===== src/rtl/gpio_pad_cfg_shift_if.sv =====
// Serial configuration chain link between housekeeping and a pad stage.
// The master drives data and strobes and observes the chain output.
interface gpio_pad_cfg_shift_if;
    logic serial_data_in;
    logic serial_shift_en;
    logic serial_load;
    logic serial_data_out;

    modport master (
        output serial_data_in,
        output serial_shift_en,
        output serial_load,
        input  serial_data_out
    );

    modport slave (
        input  serial_data_in,
        input  serial_shift_en,
        input  serial_load,
        output serial_data_out
    );
endinterface


===== src/rtl/gpio_pad_cfg_shift.sv =====
// Per-pad configuration stage: serially loaded shadow word, committed on load,
// driving the GPIO pad control pins with constant-rail tie-offs when disabled.
module gpio_pad_cfg_shift #(
    parameter int                     CFG_W     = 13,
    parameter logic [CFG_W-1:0]       RESET_CFG = 13'h000B,
    parameter int                     CNT_W     = 4
) (
    input  logic              serial_clock,
    input  logic              resetn,
    gpio_pad_cfg_shift_if.slave chain,
    input  logic              const_one,
    input  logic              const_zero,
    input  logic              mgmt_gpio_out,
    input  logic              user_gpio_out,
    input  logic              user_gpio_oeb,
    output logic              pad_gpio_out,
    output logic              pad_gpio_outenb,
    output logic              pad_gpio_inenb,
    output logic [2:0]        pad_gpio_dm,
    output logic              pad_gpio_slow_sel,
    output logic [CFG_W-1:0]  cfg_word,
    output logic              load_err
);

    localparam logic [CNT_W-1:0] CNT_FULL = CNT_W'(CFG_W);
    localparam logic [CNT_W-1:0] CNT_OVER = CNT_W'(CFG_W + 1);

    logic [CFG_W-1:0] shadow;
    logic [CNT_W-1:0] cnt;

    always_ff @(posedge serial_clock or negedge resetn) begin
        if (!resetn) begin
            shadow   <= RESET_CFG;
            cfg_word <= RESET_CFG;
            cnt      <= '0;
            load_err <= 1'b0;
        end else if (chain.serial_load) begin
            // Only an exact-length shift may commit; anything else is rejected.
            if (cnt == CNT_FULL) begin
                cfg_word <= shadow;
                load_err <= 1'b0;
            end else begin
                load_err <= 1'b1;
            end
            cnt <= '0;
        end else if (chain.serial_shift_en) begin
            shadow <= {shadow[CFG_W-2:0], chain.serial_data_in};
            if (cnt != CNT_OVER) begin
                cnt <= cnt + 1'b1;
            end
        end
    end

    assign chain.serial_data_out = shadow[CFG_W-1];

    always_comb begin
        pad_gpio_out      = const_zero;
        pad_gpio_outenb   = const_one;
        pad_gpio_inenb    = const_one;
        pad_gpio_dm       = {3{const_zero}};
        pad_gpio_slow_sel = const_zero;
        if (!cfg_word[7]) begin
            pad_gpio_inenb    = cfg_word[2];
            pad_gpio_dm       = cfg_word[5:3];
            pad_gpio_slow_sel = cfg_word[6];
            if (cfg_word[0]) begin
                pad_gpio_out    = mgmt_gpio_out;
                pad_gpio_outenb = cfg_word[1];
            end else begin
                pad_gpio_out    = user_gpio_out;
                pad_gpio_outenb = user_gpio_oeb;
            end
        end
    end

endmodule


===== src/flat_wrapper.sv =====
// flat-port wrapper written by rule: the top's interface ports become plain ports
module gpio_pad_cfg_shift_flat 
#(
    parameter int                     CFG_W     = 13,
    parameter logic [CFG_W-1:0]       RESET_CFG = 13'h000B,
    parameter int                     CNT_W     = 4
)
  (serial_clock, resetn, const_one, const_zero, mgmt_gpio_out, user_gpio_out, user_gpio_oeb, pad_gpio_out, pad_gpio_outenb, pad_gpio_inenb, pad_gpio_dm, pad_gpio_slow_sel, cfg_word, load_err, chain_serial_data_in, chain_serial_shift_en, chain_serial_load, chain_serial_data_out);
  gpio_pad_cfg_shift_if chain_i ();
  input  logic serial_clock;
  input  logic resetn;
  input  logic const_one;
  input  logic const_zero;
  input  logic mgmt_gpio_out;
  input  logic user_gpio_out;
  input  logic user_gpio_oeb;
  output logic pad_gpio_out;
  output logic pad_gpio_outenb;
  output logic pad_gpio_inenb;
  output logic [2:0] pad_gpio_dm;
  output logic pad_gpio_slow_sel;
  output logic [CFG_W-1:0] cfg_word;
  output logic load_err;
  input wire logic [$bits(chain_i.serial_data_in)-1:0] chain_serial_data_in;
  input wire logic [$bits(chain_i.serial_shift_en)-1:0] chain_serial_shift_en;
  input wire logic [$bits(chain_i.serial_load)-1:0] chain_serial_load;
  output wire logic [$bits(chain_i.serial_data_out)-1:0] chain_serial_data_out;
  assign chain_i.serial_data_in = chain_serial_data_in;
  assign chain_i.serial_shift_en = chain_serial_shift_en;
  assign chain_i.serial_load = chain_serial_load;
  assign chain_serial_data_out = chain_i.serial_data_out;
  gpio_pad_cfg_shift #(.CFG_W(CFG_W), .RESET_CFG(RESET_CFG), .CNT_W(CNT_W)) u_core (.serial_clock(serial_clock), .resetn(resetn), .chain(chain_i), .const_one(const_one), .const_zero(const_zero), .mgmt_gpio_out(mgmt_gpio_out), .user_gpio_out(user_gpio_out), .user_gpio_oeb(user_gpio_oeb), .pad_gpio_out(pad_gpio_out), .pad_gpio_outenb(pad_gpio_outenb), .pad_gpio_inenb(pad_gpio_inenb), .pad_gpio_dm(pad_gpio_dm), .pad_gpio_slow_sel(pad_gpio_slow_sel), .cfg_word(cfg_word), .load_err(load_err));
endmodule

===== config.mk =====
export PLATFORM = sky130hd
export DESIGN_NAME = gpio_pad_cfg_shift_flat
export DESIGN_NICKNAME = d
export VERILOG_FILES = /design/src/rtl/gpio_pad_cfg_shift_if.sv /design/src/rtl/gpio_pad_cfg_shift.sv /design/src/flat_wrapper.sv
export SDC_FILE = /design/constraint.sdc
export NUM_CORES = 1
export LEC_CHECK = 0
export BUFFER_PORTS_ARGS = -buffer_cell sky130_fd_sc_hd__buf_4
export CAP_MARGIN = 20
export CORE_AREA = 2 2 63 65
export CTS_CLUSTER_SIZE = 8
export DETAILED_ROUTE_END_ITERATION = 8
export DIE_AREA = 0 0 65 67
export GPL_TIMING_DRIVEN = 0
export SYNTH_ARGS = -nofsm -noshare
export SYNTH_HDL_FRONTEND = slang
export SYNTH_SLANG_ARGS = --single-unit

===== constraint.sdc =====
create_clock -name serial_clock -period 2.6 [get_ports serial_clock]
set_input_delay 0.26 -clock serial_clock [delete_from_list [all_inputs] [get_ports serial_clock]]
set_output_delay 0.26 -clock serial_clock [all_outputs]
set_load 0.1 [all_outputs]

; Word level (Yosys, flattened, before mapping)
; Cells that the tools add are included.
[totals]
regBits = 31
input_bits = 10
word_cells = 24
[classes]
add_sub_neg = 1
n_eq_ne = 2
n_mux = 11
n_bitwise = 1
n_reduce_logical = 5
[op_table]
columns = cell, count
row1 = $mux 4, 3
row2 = $mux 1, 7
row3 = $reduce_and 2->1, 3
row4 = $add 4x1->4 const B, 1
row5 = $eq 4x4->1 const B, 1
row6 = $ne 4x4->1 const B, 1
row7 = $reduce_bool 2->1, 2
row8 = $mux 3, 1
row9 = $not 1->1, 1

; Longest topological paths before layout
; Gate-level depths: netlist (run 1).
[depth]
depth_word = 4
depth_mapped = 5
mapped_depth_nobuf = 5

; Least setup slack after synthesis (run 1)
; OpenSTA, ideal clock, no wires.
[synth_timing]
kind = reg-to-output
from = register u_core.cfg_word[7]
to = output port pad_gpio_dm[0]
arrival_time_ps = 3157
required_ps = 2340
setup_slack_ps = -817
path_stages_with_launch = 3
path_buffers = 1
cell_sequence = dfrtp_1 > clkbuf_1 > o21ai_0
[synth_via]
elab_chain_len = 1
[synth_rtl]
columns = item, line_no
row1 = "start, declared", gpio_pad_cfg_shift.sv:21  ; output logic [CFG_W-1:0] cfg_word,
row2 = "start signal, assigned", gpio_pad_cfg_shift.sv:40  ; cfg_word <= shadow;
row3 = $mux 3, gpio_pad_cfg_shift.sv:62  ; if (!cfg_word[7]) begin
row4 = "end, declared", flat_wrapper.sv:20  ; output logic [2:0] pad_gpio_dm;
; No other way between the ends.

; Worst setup path after layout (run 1)
; Ends and elaborated chain as after synthesis.

==> results of run 1 <==
[per-stage QoR]
stage          area, um^2  util [%]  total power [mW]  hold WS [ps]  TNS [ps]
4_1_cts              1800      50.0              1.36           211         0
6_report             1800      50.0              1.34           216         0
3_5_place_dp         1680      46.5             0.866           214         0
2_1_floorplan        1400         -             0.800         -35.6      -540
5_1_grt              1800      50.0              1.41           215         0
3_3_place_gp         1680      46.5             0.856           205         0
[state kept, by name (all words and copies together) (netlist names)]
name / cells
u_core.shadow: 13
u_core.cnt: 4
u_core.load_err: 1
u_core.cfg_word: 13
[worst max-delay path: stages (launching register included)]
cell and delay (ps):
sky130_fd_sc_hd__dfrtp_1 340, sky130_fd_sc_hd__clkbuf_1 300, sky130_fd_sc_hd__nand2_1 180, sky130_fd_sc_hd__o21ai_1 110, sky130_fd_sc_hd__buf_4 310
[per-layer routing]
layer  part of all wire, %  vias to the layer above  track usage [%]  wire [um]
li1                      -                      425                -          -
met1                    42                      428             13.7        992
met2                    48                       31             21.3       1150
met3                   7.6                        5             5.91        180
met4                   2.3                        0             6.38         55
met5                     0                        -                0          0
[cell usage after synthesis]
cell type / instances / area [um^2]
sky130_fd_sc_hd__o21ai_0: 7 / 35.0
sky130_fd_sc_hd__a21oi_1: 3 / 15.0
sky130_fd_sc_hd__ha_1: 3 / 37.5
sky130_fd_sc_hd__a311oi_1: 1 / 8.76
sky130_fd_sc_hd__buf_6: 2 / 22.5
sky130_fd_sc_hd__nor3_1: 2 / 10.0
sky130_fd_sc_hd__a31o_2: 1 / 8.76
sky130_fd_sc_hd__a211oi_1: 2 / 15.0
sky130_fd_sc_hd__clkbuf_2: 1 / 5.00
sky130_fd_sc_hd__nand2_1: 2 / 7.51
sky130_fd_sc_hd__mux2_4: 9 / 135
sky130_fd_sc_hd__dfrtp_1: 25 / 626
sky130_fd_sc_hd__dfstp_2: 6 / 158
sky130_fd_sc_hd__nand4_4: 1 / 21.3
sky130_fd_sc_hd__mux2_2: 17 / 191
sky130_fd_sc_hd__inv_1: 8 / 30.0
sky130_fd_sc_hd__buf_4: 1 / 7.51
sky130_fd_sc_hd__o21a_1: 1 / 7.51
sky130_fd_sc_hd__nand4_1: 1 / 6.26
sky130_fd_sc_hd__clkbuf_1: 1 / 3.75
sky130_fd_sc_hd__mux2i_1: 2 / 20.0
sky130_fd_sc_hd__nor2b_4: 1 / 13.8
sky130_fd_sc_hd__nor2_1: 1 / 3.75
sky130_fd_sc_hd__nand3_1: 2 / 10.0
[kinds of logic (layout without fill, tap and decap cells)]
logic type | after synthesis | count (layout)
simple gates | 10 | 10
compound gates | 15 | 15
buf+inv | 13 | 51
mux | 28 | 28
flops | 31 | 31
fa+ha+maj | 3 | 3
[where the power goes]
| part | internal, mW | switching [mW] | total [mW] |
|---|---|---|---|
| sequential | 0.581 | 0.0676 | 0.649 |
| clock | 0.310 | 0.176 | 0.486 |
| combinational | 0.0978 | 0.110 | 0.208 |
[final cells by class]
type / count / area share, %
repair buffers: 30 / 12.6
plain buffers: 5 / 2.15
flip-flops and latches: 31 / 43.4
clock inverters: 2 / 1.94
inverters: 8 / 1.66
well taps: 48 / 3.33
multi-input cells: 56 / 30.3
clock buffers: 6 / 4.58
[worst max-delay path by stage]
stage	endpoint	slack (ps)	cells past startpoint
after floorplan	pad_gpio_dm[0]	-80	2
after global placement	pad_gpio_dm[0]	1120	4
after detailed placement	pad_gpio_dm[2]	1110	4
after CTS	pad_gpio_dm[2]	800	4
after global routing	pad_gpio_out	610	4
final	pad_gpio_dm[0]	820	4
==> run summary, run 1 <==
The number of hold buffers added after CTS was 1. Across the whole layout, storage elements account for slightly below 800 um^2. The cell total after placement came out at 177. The count of final hold-check violations was 0. The most common cell after layout, fill and taps aside is sky130_fd_sc_hd__buf_4.

The number of clock buffers added by TritonCTS is 5. Data arrives at the worst endpoint at roughly 1500 ps. The master cell of the clock root buffer is sky130_fd_sc_hd__clkbuf_8. The layout has around 330 filler cells. The depth of the worst hold-timing path is 2. By area, the combinational part of the netlist is dominated by multiplexers. The count of instances resized after the clock tree is built came out at 0. The clock edge transition at the registers on the reported setup and hold paths came out at ~60 ps.

The required time of the critical path came out at about 2300 ps. The per-cell routed wire length is 12.8 um. The number of clock sinks seen by CTS is 31.

Of the total synthesized cell area, the portion taken by XOR and XNOR cells is 0%. The area of the die is 4360 um^2. The tightest slew margin relative to the limit is about three quarters. For flop-to-flop paths, the worst setup slack is 1160 ps. The post-route worst setup slack came out at around 820 ps.

The first-pass iteration count of the detailed router came out at 4. After the first detailed-routing iteration, the DRC count stood at 20. The count of nets left with antenna violations once routing finished came out at 0. The adder-cell area share of the yosys netlist came out at roughly 2.7%. The minimum clock period is roughly 1800 ps.

The unique cell type count in the Yosys netlist is 24. The depth of the CTS H-tree is 2. The total half-perimeter wirelength after legalization and detailed placement came out at roughly 1700 um. The post-layout net count is 150.

The number of global-route vias before repair came to 897. The static power due to leakage is between 0.8 and 0.9 nW. The number of nets handed over by synthesis was about 110. The maximum number of pins on one net before global-route repair came out at 32. The average footprint of a synthesized cell is between 10 and 15 um^2. Measured in cells, the most critical reg-to-reg path has a length of 5. The tightest min-delay check is of the in -> reg type.

The flow ran to the end, and the final reports show no timing, DRC or antenna violations. The clock network latency to the later pin of the worst-skew pair came out at 280 ps. Setup repair after global routing left no endpoint under its margin.

For this configuration, the core starts out at a cell density of just under 40%. The combined area of the multi-input logic cells came out at 547 um^2. The number of vias after detailed routing is just under 900. The number of antenna repair diodes is 0.

The die is ~65 um wide. Compared with the post-synthesis result, the final layout area differs by 29.0%. The die height is 67 um. The DRC violation count after routing is 0. The synthesized instance count came out at 100. The worst clock skew came out at between 2 and 2.5 ps.

The register area share after synthesis came out at roughly 56%. In this run the most critical hold path is launched from chain_serial_data_in. The source of the worst register-to-register timing path is u_core.cnt[1]. Global routing finished with a remaining overflow of 0. In this run the critical register-to-register path is captured at u_core.cfg_word[10].

Static timing analysis puts the maximum clock frequency at 563 MHz. In this run the power density over the cells is around 740 nW/um^2. The slew at the pin closest to its max-slew limit is about 380 ps. The initial antenna violation count was 0. The critical path is of the reg -> out type. The number of rows in the core area came out at 22. The clock passes through at most 2 buffers.

The summed instance area of the synthesized netlist is about 1400 um^2. The first element of the critical path is u_core.cfg_word[7]. The number of setup buffers added after CTS is 0. The post-synthesis register bit count is 31. IR analysis of the VDD net gives a maximum drop of 0.313 mV. The kind of capture point of the worst setup path is a primary output. The end of the worst hold path is u_core.shadow[0]. For this run, the number of Yosys warnings is 0. The total routing resource utilization after global routing is approximately 13%. The number of max-cap violations came out at 0. Setup violations remaining at the end of the flow were counted as 0. The number of standard cells in the final layout excluding fillers came out at 186. The final critical path takes up about 68% of the cycle. The total area inside the core boundary comes to 3610 um^2. The I/O pin total came out at 32.

The count of buffers inserted at the top-level ports came out at 29. The total wire length came out at roughly 2400 um. The number of vias per cell after detailed routing came out at around 4.8. The multiplexer area fraction after synthesis is between 20% and 30%. In the layout the commonest cells are 30 x sky130_fd_sc_hd__buf_4, 25 x sky130_fd_sc_hd__dfrtp_1, 17 x sky130_fd_sc_hd__mux2_2. Timing analysis after detailed placement gives a worst setup slack of between 1000 and 1500 ps. At the end of routability-driven placement, the weighted congestion stood at 0.652. The critical-path maximum fanout is 10.

Of the total synthesized cell area, the portion taken by AND, OR, NAND and NOR gates is ~5.2%. The global-route wire length before repair is slightly above 4000 um. The fraction of final layout cells sized beyond drive strength 1 is around 55%. The clock tree from TritonCTS is done. Summing the areas of all compound-gate instances in the mapped netlist gives between 6 and 7% of the synthesized area. The nature of the critical path startpoint is a register. The number of pins exceeding their max-slew limit in the final report came out at 0.
(Power assumes the default switching activity.)
==> inputs of run 2 (changes only) <==
--- a/config.mk
+++ b/config.mk
@@ -5,12 +5,13 @@
 export SDC_FILE = /design/constraint.sdc
 export NUM_CORES = 1
 export LEC_CHECK = 0
+export ABC_AREA = 1
 export BUFFER_PORTS_ARGS = -buffer_cell sky130_fd_sc_hd__buf_4
 export CAP_MARGIN = 20
-export CORE_AREA = 2 2 63 65
+export CORE_AREA = 2 2 62 64
 export CTS_CLUSTER_SIZE = 8
 export DETAILED_ROUTE_END_ITERATION = 8
-export DIE_AREA = 0 0 65 67
+export DIE_AREA = 0 0 64 66
 export GPL_TIMING_DRIVEN = 0
 export SYNTH_ARGS = -nofsm -noshare
 export SYNTH_HDL_FRONTEND = slang
==> constraint.sdc (replaced) <==
create_clock -name serial_clock -period 1.8 [get_ports serial_clock]
set_input_delay 0.18 -clock serial_clock [delete_from_list [all_inputs] [get_ports serial_clock]]
set_output_delay 0.18 -clock serial_clock [all_outputs]
set_load 0.1 [all_outputs]
==> run summary, run 2 <==
The area inside the core boundary is 3550 um^2 (-1.5%). The multiplexer area fraction after synthesis is 0% (-25 points). The dominant combinational cell family by area after synthesis is simple AND/OR/NAND/NOR gates. The number of antenna repair diodes came out at 0 (unchanged). The sequential cell area came out at 796 um^2 (+1.6%). Setup repair after global routing left no endpoint under its margin. The worst hold path belongs to the class in -> reg. The data arrival at the endpoint of the critical path is 1500 ps (-20 ps). The worst setup path is captured at a primary output.

The synthesized instance count came to 154 (+54%). The relative area change from synthesis to final layout came out at 34.8%. The I/O pin total came out at 32 (unchanged). The number of vias per cell after detailed routing was 4.69 (-1.8%).

Among all flip-flop cells after synthesis, the most frequent one is sky130_fd_sc_hd__dfrtp_1. The most common cell after layout, fill and taps aside is sky130_fd_sc_hd__nand2_1. The worst clock skew was 13.1 ps (+10.7 ps). The post-layout net count is 208 (+39%). The final-report setup violation count is 0 (unchanged).

The starting density of the core is 38.2% (-0.63 points). The per-cell routed wire length was 11.7 um (-8.4%). The tightest slew margin relative to the limit is 72.1% (-2.3 points). The Yosys warning count came out at 0 (unchanged). The adder-cell area share of the yosys netlist came out at 2.77% (+0.087 points). The utilization after layout is 51.4% (+1.4 points).

The slew at the pin closest to its max-slew limit is 418 ps (+34.8 ps). The iteration-0 DRC count of the detailed router is 45 (+130%). The critical-path maximum fanout is 6 (-4).

The commonest cells after synthesis are 51 x sky130_fd_sc_hd__nand2_1, 25 x sky130_fd_sc_hd__dfrtp_1, 24 x sky130_fd_sc_hd__o21ai_0. The first-pass iteration count of the detailed router came out at 4 (unchanged). The number of global-route vias before repair came out at 1092 (+22%). The largest buffer count on any clock path is 2 (unchanged). The total routing resource utilization after global routing came out at 15.2% (+2.4 points).

The number of rows in the core area came out at 22 (unchanged). The flow ran to the end, and the final reports show no timing, DRC or antenna violations. The static power due to leakage is 0.893 nW (+2.3%).

The combined area of the multi-input logic cells is 554 um^2 (+1.4%). The total half-perimeter wirelength after legalization and detailed placement is 2090 um (+25%). The share of synthesized cell area in and, or, nand and nor gates is 21.3% (+16 points). In the final layout, the registers with the most flip-flops are u_core.cfg_word x13, u_core.shadow x13, u_core.cnt x4. Derived from the worst setup path, the maximum achievable clock frequency is about 600 MHz.

The power per standard cell area is 909 nW/um^2 (+22%). The share of synthesized registers carrying an async set or reset is 100% (unchanged). The final worst-path cycle share came out at roughly 93%. The number of vias after detailed routing came out at 1145 (+29%). The maximum number of pins on one net before global-route repair came out at 32 (unchanged).

The register area share after synthesis came out at 57.8% (+1.8 points). The count of buffers inserted at the top-level ports came to 31 (+6.9%). The required time of the critical path came to 1620 ps (-720 ps).

The startpoint-to-endpoint class of the critical path is reg -> out. Sorting the synthesized cells by area gives the leading types as sky130_fd_sc_hd__dfrtp_1 46%, sky130_fd_sc_hd__nand2_1 14%, sky130_fd_sc_hd__dfstp_2 12%. The sum of overflow across all layers after global routing was 0 (unchanged). The count of final hold-check violations came out at 0 (unchanged). The final-layout fill cell count came out at 336 (+3.1%).

The die height came to 66 um (-1.5%). The summed instance area of the synthesized netlist came out at 1360 um^2 (-3.1%). The number of pins exceeding their max-slew limit in the final report came to 0 (unchanged). The unique cell type count in the Yosys netlist is 18 (-25%). TritonCTS built the clock tree. The initial antenna violation count came to 0 (unchanged).

The clock network latency to the later pin of the worst-skew pair is 330 ps (+50 ps). The library cell with the highest instance count after synthesis is sky130_fd_sc_hd__nand2_1. The master cell of the clock root buffer is sky130_fd_sc_hd__clkbuf_4. The setup total negative slack is 0 ps (unchanged). The net count after synthesis is 167 (+48%). The parity-gate share of the synthesized area counting xor and xnor cells came out at 0% (unchanged). The depth of the CTS H-tree came out at 2 (unchanged). The number of max-cap violations came to 0 (unchanged). The minimum clock period is ~1700 ps. The routability congestion estimate from global placement is 0.724 (+11%).

The area of the die is 4220 um^2 (-3.0%). The fraction of final layout cells sized beyond drive strength 1 is 33.2% (-22 points). The post-detailed-route count of antenna-violating nets came out at 0 (unchanged). The portion of synthesized cell area occupied by the leading cell type was 46.2% (+1.4 points). The global-route wire length before repair is 4920 um (+21%). The clock edge transition at the registers on the reported setup and hold paths is 90 ps (+30 ps). The DRC violation count after routing came out at 0 (unchanged). The total wire length is 2860 um (+20%).

The TritonCTS buffer count was 5 (unchanged). The worst setup path is launched from a register. The biggest area contributor in the post-synthesis netlist is sky130_fd_sc_hd__dfrtp_1. The number of clock sinks seen by CTS came to 31 (unchanged). In the layout the commonest cells are 50 x sky130_fd_sc_hd__nand2_1, 31 x sky130_fd_sc_hd__buf_4, 20 x sky130_fd_sc_hd__dfrtp_1. The average footprint of a synthesized cell is 8.80 um^2 (-37%). The count of flip-flops with a built-in enable after synthesis is 0 (unchanged). The post-synthesis compound-gate area fraction came out at 10.8% (+4.4 points). The worst supply voltage drop on vdd is 0.469 mV (+50%). The post-synthesis register bit count was 31 (unchanged). The horizontal extent of the die came out at 64 um (-1.5%).
run 2: final cells by class:
cell class                 count  area share [%]
inverter                      19            3.90
timing repair buffer          34            14.7
clock buffer                   8            2.67
buffer                         3            1.51
tap                           48            3.29
sequential                    31            43.6
multi-input combinational    101            30.3
run 2: worst paths after layout:
path | endpoint | start | slack [ps] | cells after the start
worst max-delay path | pad_gpio_outenb | u_core.cfg_word[7] | 120 | 4
worst min register to register | u_core.shadow[1] | u_core.shadow[0] | 470 | 2
worst max register to register | u_core.cfg_word[6] | u_core.cnt[1] | 400 | 6
worst min-delay path | u_core.shadow[0] | chain_serial_data_in | 60 | 3
max in group asynchronous | u_core.shadow[0] | resetn | 1160 | 2
min in group asynchronous | u_core.cfg_word[11] | resetn | 300 | 2
run 2: worst max-delay path, stage by stage (launching register included):
cell	delay (ps)
sky130_fd_sc_hd__dfrtp_4	520
sky130_fd_sc_hd__inv_1	100
sky130_fd_sc_hd__o21ai_0	150
sky130_fd_sc_hd__o21ai_4	190
sky130_fd_sc_hd__buf_8	210
run 2: through the flow:
| step | worst slack [ps] | hold WS, ps | cells | cell area, um^2 | power [mW] |
|---|---|---|---|---|---|
| finish | 123 | 62.5 | 244 | 1830 | 1.66 |
| floorplan | 53.4 | -116 | 154 | 1450 | 1.17 |
| CTS | 6.98 | 55.4 | 242 | 1810 | 1.68 |
| global route | 54.2 | 44.7 | 244 | 1830 | 1.76 |
| detailed placement | 320 | 131 | 233 | 1740 | 1.29 |
| global placement | 333 | 131 | 233 | 1740 | 1.28 |
run 2: repair_timing:
item	in CTS	in global routing
endpoints found under the hold margin	25	0
hold buffers	1	0
buffers inserted	0	2
setup endpoints to repair	6	2
gates resized for setup	3	1
run 2: power by group:
part           switching, mW  internal [mW]  total [mW]
sequential            0.0542          0.781       0.835
clock                  0.223          0.155       0.379
combinational          0.338          0.109       0.447
total                  0.615           1.05        1.66
run 2: cell families (layout without fill, tap and decap cells):
family / after synthesis / in the layout
AO/OA/AOI/OAI: 29 / 29
AND/OR/NAND/NOR: 69 / 69
flip-flops: 31 / 31
buffers and inverters: 22 / 64
adder cells (fa/ha/maj): 3 / 3
run 2: layer usage:
layer,GRT usage (%),share of wire [%]
met1,19.1,47
met2,24.1,47
met3,3.92,3.5
met4,8.15,2.2
met5,0,0
